--- config.mk ---
export PLATFORM = sky130hd
export DESIGN_NAME = mem_resp_stage
export DESIGN_NICKNAME = d
export VERILOG_FILES = /design/src/rtl/mem_resp_stage.sv
export SDC_FILE = /design/constraint.sdc
export NUM_CORES = 1
export LEC_CHECK = 0
export ABC_AREA = 1
export ABC_CLOCK_PERIOD_IN_PS = 1800
export CORE_ASPECT_RATIO = 1.4
export CORE_UTILIZATION = 35
export DETAILED_ROUTE_END_ITERATION = 8
export PLACE_DENSITY = 0.69
export RECOVER_POWER = 100
export SYNTH_ARGS = -nofsm -noshare
export SYNTH_HDL_FRONTEND = slang
export SYNTH_SLANG_ARGS = --single-unit
--- constraint.sdc ---
create_clock -name clk -period 1.8 [get_ports clk]
set_clock_uncertainty 0.15 [all_clocks]
set_input_delay 0.27 -clock clk [delete_from_list [all_inputs] [get_ports clk]]
set_output_delay 0.27 -clock clk [all_outputs]
set_load 0.01 [all_outputs]
--- src/rtl/mem_resp_stage.sv ---
// Memory-response pipeline stage: waits for data_ok on loads/stores, parks a
// response while WS is stalled, aligns load data and drives the decode bypass.
module mem_resp_stage (
    input  logic         clk,
    input  logic         reset,
    input  logic         ws_allowin,
    output logic         ms_allowin,
    input  logic         rs_to_ms_valid,
    input  logic [114:0] rs_to_ms_bus,
    input  logic         data_sram_data_ok,
    input  logic [31:0]  data_sram_rdata,
    output logic         ms_to_ws_valid,
    output logic [72:0]  ms_to_ws_bus,
    output logic [42:0]  ms_reg
);
    localparam int unsigned RS_TO_MS_BUS_WD = 115;

    logic                       ms_valid_q, ms_valid_d;
    logic [RS_TO_MS_BUS_WD-1:0] ms_bus_q, ms_bus_d;
    logic                       buf_valid_q, buf_valid_d;
    logic [31:0]                buf_data_q, buf_data_d;

    logic [1:0]  addr_lo;
    logic        inst_mfc0;
    logic [31:0] c0_rdata;
    logic        is_load, is_store;
    logic [6:0]  load_op;
    logic        res_from_mem, gr_we;
    logic [4:0]  dest;
    logic [31:0] result, pc;

    assign {addr_lo, inst_mfc0, c0_rdata, is_load, is_store, load_op,
            res_from_mem, gr_we, dest, result, pc} = ms_bus_q;

    logic        mem_op, ms_ready_go, ms_load_pending;
    logic [31:0] mem_data, load_data, final_result;
    logic [7:0]  sel_byte;
    logic [15:0] sel_half;
    logic [3:0]  rf_we;

    assign mem_op          = is_load | is_store;
    assign ms_ready_go     = !mem_op | data_sram_data_ok | buf_valid_q;
    assign ms_allowin      = !ms_valid_q | (ms_ready_go & ws_allowin);
    assign ms_to_ws_valid  = ms_valid_q & ms_ready_go;
    assign ms_load_pending = ms_valid_q & is_load & !ms_ready_go;
    assign mem_data        = buf_valid_q ? buf_data_q : data_sram_rdata;

    always_comb begin
        case (addr_lo)
            2'd0:    sel_byte = mem_data[7:0];
            2'd1:    sel_byte = mem_data[15:8];
            2'd2:    sel_byte = mem_data[23:16];
            default: sel_byte = mem_data[31:24];
        endcase
        sel_half = addr_lo[1] ? mem_data[31:16] : mem_data[15:0];
    end

    // Unaligned LWL/LWR merge the fetched bytes into the forwarded old rt (result)
    always_comb begin
        load_data = mem_data;
        if (load_op[0]) begin
            load_data = {{24{sel_byte[7]}}, sel_byte};
        end else if (load_op[1]) begin
            load_data = {24'd0, sel_byte};
        end else if (load_op[2]) begin
            load_data = {{16{sel_half[15]}}, sel_half};
        end else if (load_op[3]) begin
            load_data = {16'd0, sel_half};
        end else if (load_op[5]) begin
            case (addr_lo)
                2'd0:    load_data = {mem_data[7:0],  result[23:0]};
                2'd1:    load_data = {mem_data[15:0], result[15:0]};
                2'd2:    load_data = {mem_data[23:0], result[7:0]};
                default: load_data = mem_data;
            endcase
        end else if (load_op[6]) begin
            case (addr_lo)
                2'd0:    load_data = mem_data;
                2'd1:    load_data = {result[31:24], mem_data[31:8]};
                2'd2:    load_data = {result[31:16], mem_data[31:16]};
                default: load_data = {result[31:8],  mem_data[31:24]};
            endcase
        end
    end

    assign final_result = res_from_mem ? load_data : (inst_mfc0 ? c0_rdata : result);
    assign rf_we        = {4{gr_we & ms_valid_q}};
    assign ms_to_ws_bus = {rf_we, dest, final_result, pc};
    assign ms_reg       = {rf_we, ms_load_pending, ms_valid_q & inst_mfc0,
                           dest & {5{ms_valid_q}}, final_result & {32{ms_valid_q}}};

    always_comb begin
        ms_valid_d  = ms_valid_q;
        ms_bus_d    = ms_bus_q;
        buf_valid_d = buf_valid_q;
        buf_data_d  = buf_data_q;
        if (ms_allowin) begin
            ms_valid_d = rs_to_ms_valid;
        end
        if (rs_to_ms_valid && ms_allowin) begin
            ms_bus_d = rs_to_ms_bus;
        end
        if (ms_valid_q && mem_op && data_sram_data_ok && !ws_allowin) begin
            buf_valid_d = 1'b1;
            buf_data_d  = data_sram_rdata;
        end else if (ms_to_ws_valid && ws_allowin) begin
            buf_valid_d = 1'b0;
        end
    end

    always_ff @(posedge clk) begin
        if (reset) begin
            ms_valid_q  <= 1'b0;
            ms_bus_q    <= '0;
            buf_valid_q <= 1'b0;
            buf_data_q  <= '0;
        end else begin
            ms_valid_q  <= ms_valid_d;
            ms_bus_q    <= ms_bus_d;
            buf_valid_q <= buf_valid_d;
            buf_data_q  <= buf_data_d;
        end
    end
endmodule

==> impl_metrics.tcl <==
set metrics [dict create \
    status "finished, violations left" \
    failed_checks "setup timing" \
    crit_chain "inv_8 > clkbuf_16 > nand2_2 > nand2_4 > nand2_1 > nand2_1 > nor2_2 > nand2_2 > buf_4 > a21oi_1 > nand2_1 > nand2_2 > inv_1 > dlygate4sd2_1" \
    route.detailed.drc 0 \
    synth_area_leader_cell "dfxtp_1" \
    grt_pass1_wl_mm 60.8 \
    rsz0062_at_grt "yes" \
    first_global_vias 11361 \
    finalCritPeriodShare_pct 153 \
    power_per_cell_area_mw_per_mm2 751 \
    die_y_um 196 \
    drtIter0Drc 801 \
    floorplan.initialDensity_pct 35.9 \
    avgViaCountPerCell 5.20 \
    slew_viol_final 0 \
    antenna_left 0 \
    nFillCells 2491 \
    fmax_mhz 363 \
    syn_avg_cell_area_um2 5.96 \
    dp.cells 2222 \
    criticalPathCategory "reg -> out" \
    min_period_ps 2750 \
    synth_cell_types 28 \
    syn_to_final_growth_pct 62.1 \
    worst-path-max-fanout 8 \
    stdcell_count 2298 \
    ys_seq_area_share_pct 31.4 \
    synth_flop_cell "dfxtp_1" \
    post-place-ws_ps -1030 \
    cts.clk_slew.worst_paths_ps 70 \
    fp.dieArea_mm2 0.0277 \
    syn_inst 1584 \
    r2r_slack_ps -100 \
    tns_ps -59010 \
    synth_seq_cells 148 \
    insertion_delay_ps 440 \
    root_buffer "clkbuf_16" \
    slowest_delay_ps 420 \
    cts-buffers-inserted 17 \
    die_w_um 141 \
    fin_ws_ps -954 \
    finalSetupViolations 107 \
    async_reset_ff_share_pct 0 \
    drive_gt1_share_pct 30.2 \
    peakVddDrop_mv 0.748 \
    arrival_ps 2330 \
    drt_first_pass_iters 6 \
    cts_buffer_depth 2 \
    yosysTopAreaCellShare_pct 31.4 \
    slew_headroom_pct 71.0 \
    dp_hpwl_mm 29.4 \
    nets 2112 \
    core_mm2 0.0263 \
    slowest_stage "dfxtp_4" \
    grt_max_degree 76 \
    synthTopCellsByArea "dfxtp_1 31%, nand2_1 23%, a21oi_1 12%" \
    min_path_type "in -> reg" \
    track_usage_pct 28.2 \
    place_area_mm2 0.0136 \
    cts_tree "done" \
    io-pin-count 270 \
    gr-total-overflow 0 \
    wirelength_mm 40.4 \
    syn_area_mm2 0.00944 \
    cp-end-kind "output port" \
    maxCapViolations 0 \
    utilization_pct 58.2 \
    yosysWarnings 0 \
    ctsHoldBuffers 0 \
    place_congestion 0.966 \
    synth_edf_count 0 \
    antenna_found_initial 2 \
    port-buffer-count 268 \
    wl_per_cell_um 17.6 \
    clock-sinks 148 \
    synth_fp_nets 1736 \
    final_cell_area_mm2 0.0153 \
    cts_max_level 4 \
    rows 70 \
    worst_pin_slew_ps 430 \
    timing_hold_violations_final 0 \
    p_leak_nw 7.11 \
    cp-start-kind "register" \
    cp.required_ps 1380 \
    via_count 11953 \
]
-- path summary, 6_finish.rpt --
path | end | cells after the start | from
max reg2reg | ms_bus_q[37] | 10 | buf_valid_q
min reg2reg | ms_bus_q[99] | 2 | ms_bus_q[99]
max | ms_to_ws_bus[38] | 14 | buf_valid_q
min | ms_bus_q[1] | 3 | reset
-- layout make-up --
type | instances | area [um^2] | share of cell area (%)
inverter | 83 | 329 | 2.15
sequential | 148 | 2980 | 19.4
clock inverter | 12 | 165 | 1.08
antenna | 1 | 2.50 | 0.0164
multi-input combinational | 1192 | 6090 | 39.8
clock buffer | 20 | 457 | 2.98
timing repair buffer | 518 | 4880 | 31.9
tap | 324 | 405 | 2.65
-- cell usage in the layout (no fill, tap or decap), types with 3 or more instances in the layout --
cell type | netlist | layout
buf_2 | 41 | 47
inv_6 | 0 | 5
a21oi_1 | 233 | 194
buf_4 | 51 | 187
inv_1 | 74 | 71
nand3_2 | 0 | 3
o21ai_2 | 4 | 8
nand2_8 | 0 | 3
clkbuf_2 | 0 | 16
dlymetal6s2s_1 | 0 | 10
buf_6 | 4 | 35
bufinv_16 | 0 | 3
o21ai_0 | 125 | 111
a21oi_2 | 4 | 43
o21ai_4 | 0 | 5
clkdlybuf4s50_1 | 0 | 184
nor2_2 | 3 | 17
buf_12 | 1 | 28
nand2_2 | 19 | 110
inv_2 | 5 | 5
dfxtp_1 | 148 | 143
a31oi_1 | 8 | 8
a31o_2 | 3 | 3
clkbuf_16 | 0 | 24
nand2_4 | 0 | 28
dfxtp_4 | 0 | 3
o21ai_1 | 3 | 8
nor2_1 | 75 | 55
nor2_4 | 0 | 6
nand2_1 | 585 | 463
clkinv_1 | 3 | 3
o211ai_1 | 15 | 15
nand3_1 | 112 | 109
-- what timing repair did --
| action | in CTS | in global routing |
|---|---|---|
| hold endpoints to repair | 0 | 0 |
| setup endpoints to repair | 196 | 204 |
| setup buffers | 4 | 29 |
| cloned | 2 | 9 |
| pin swaps | 11 | 46 |
| gates resized for setup | 277 | 264 |
-- critical path, delay by kind of cell (launching register included) --
kind,cells,cell delay (ps)
flip-flops,1,420
AO/OA/AOI/OAI,1,110
AND/OR/NAND/NOR,8,670
buffers and inverters,5,670
-- metrics by stage --
stage	power [mW]	hold WS (ps)
floorplan	5.50	255
global placement	7.33	297
detailed placement	7.35	298
CTS	11.2	166
global route	12.0	186
finish	11.5	183
-- power by group --
group	total [mW]	switching, mW	internal [mW]
combinational	4.05	2.17	1.88
sequential	3.60	0.123	3.48
clock	3.84	1.56	2.28
-- cells by family (layout without fill, tap and decap cells) --
family	after synthesis	after routing	share of synthesized area [%]
compound gates	395	395	21.9
buf+inv	244	633	12.9
flops	148	148	31.4
other cells	0	1	0
simple gates	797	797	33.9
-- registers in the layout, summed over array words and instances, names as in the netlist --
signal and flops:
buf_valid_q 1, ms_valid_q 1, ms_bus_q 114, buf_data_q 32
-- routing by layer --
layer	vias up	track usage [%]	part of all wire [%]
met1	5562	33.0	40
met5	-	0	0
met2	427	48.7	50
met3	109	4.93	5.2
met4	0	14.9	4.9
li1	5855	-	-
-- Yosys cell counts (5+ instances only) --
master,n
a31oi_1,8
nand2_1,585
nand3_1,112
dfxtp_1,148
nor2_1,75
o21ai_0,125
o211ai_1,15
nand2_2,19
inv_1,74
buf_4,51
a21oi_1,233
inv_2,5
clkbuf_1,55
buf_1,8
buf_2,41
Power figures use the tool's default switching activity.
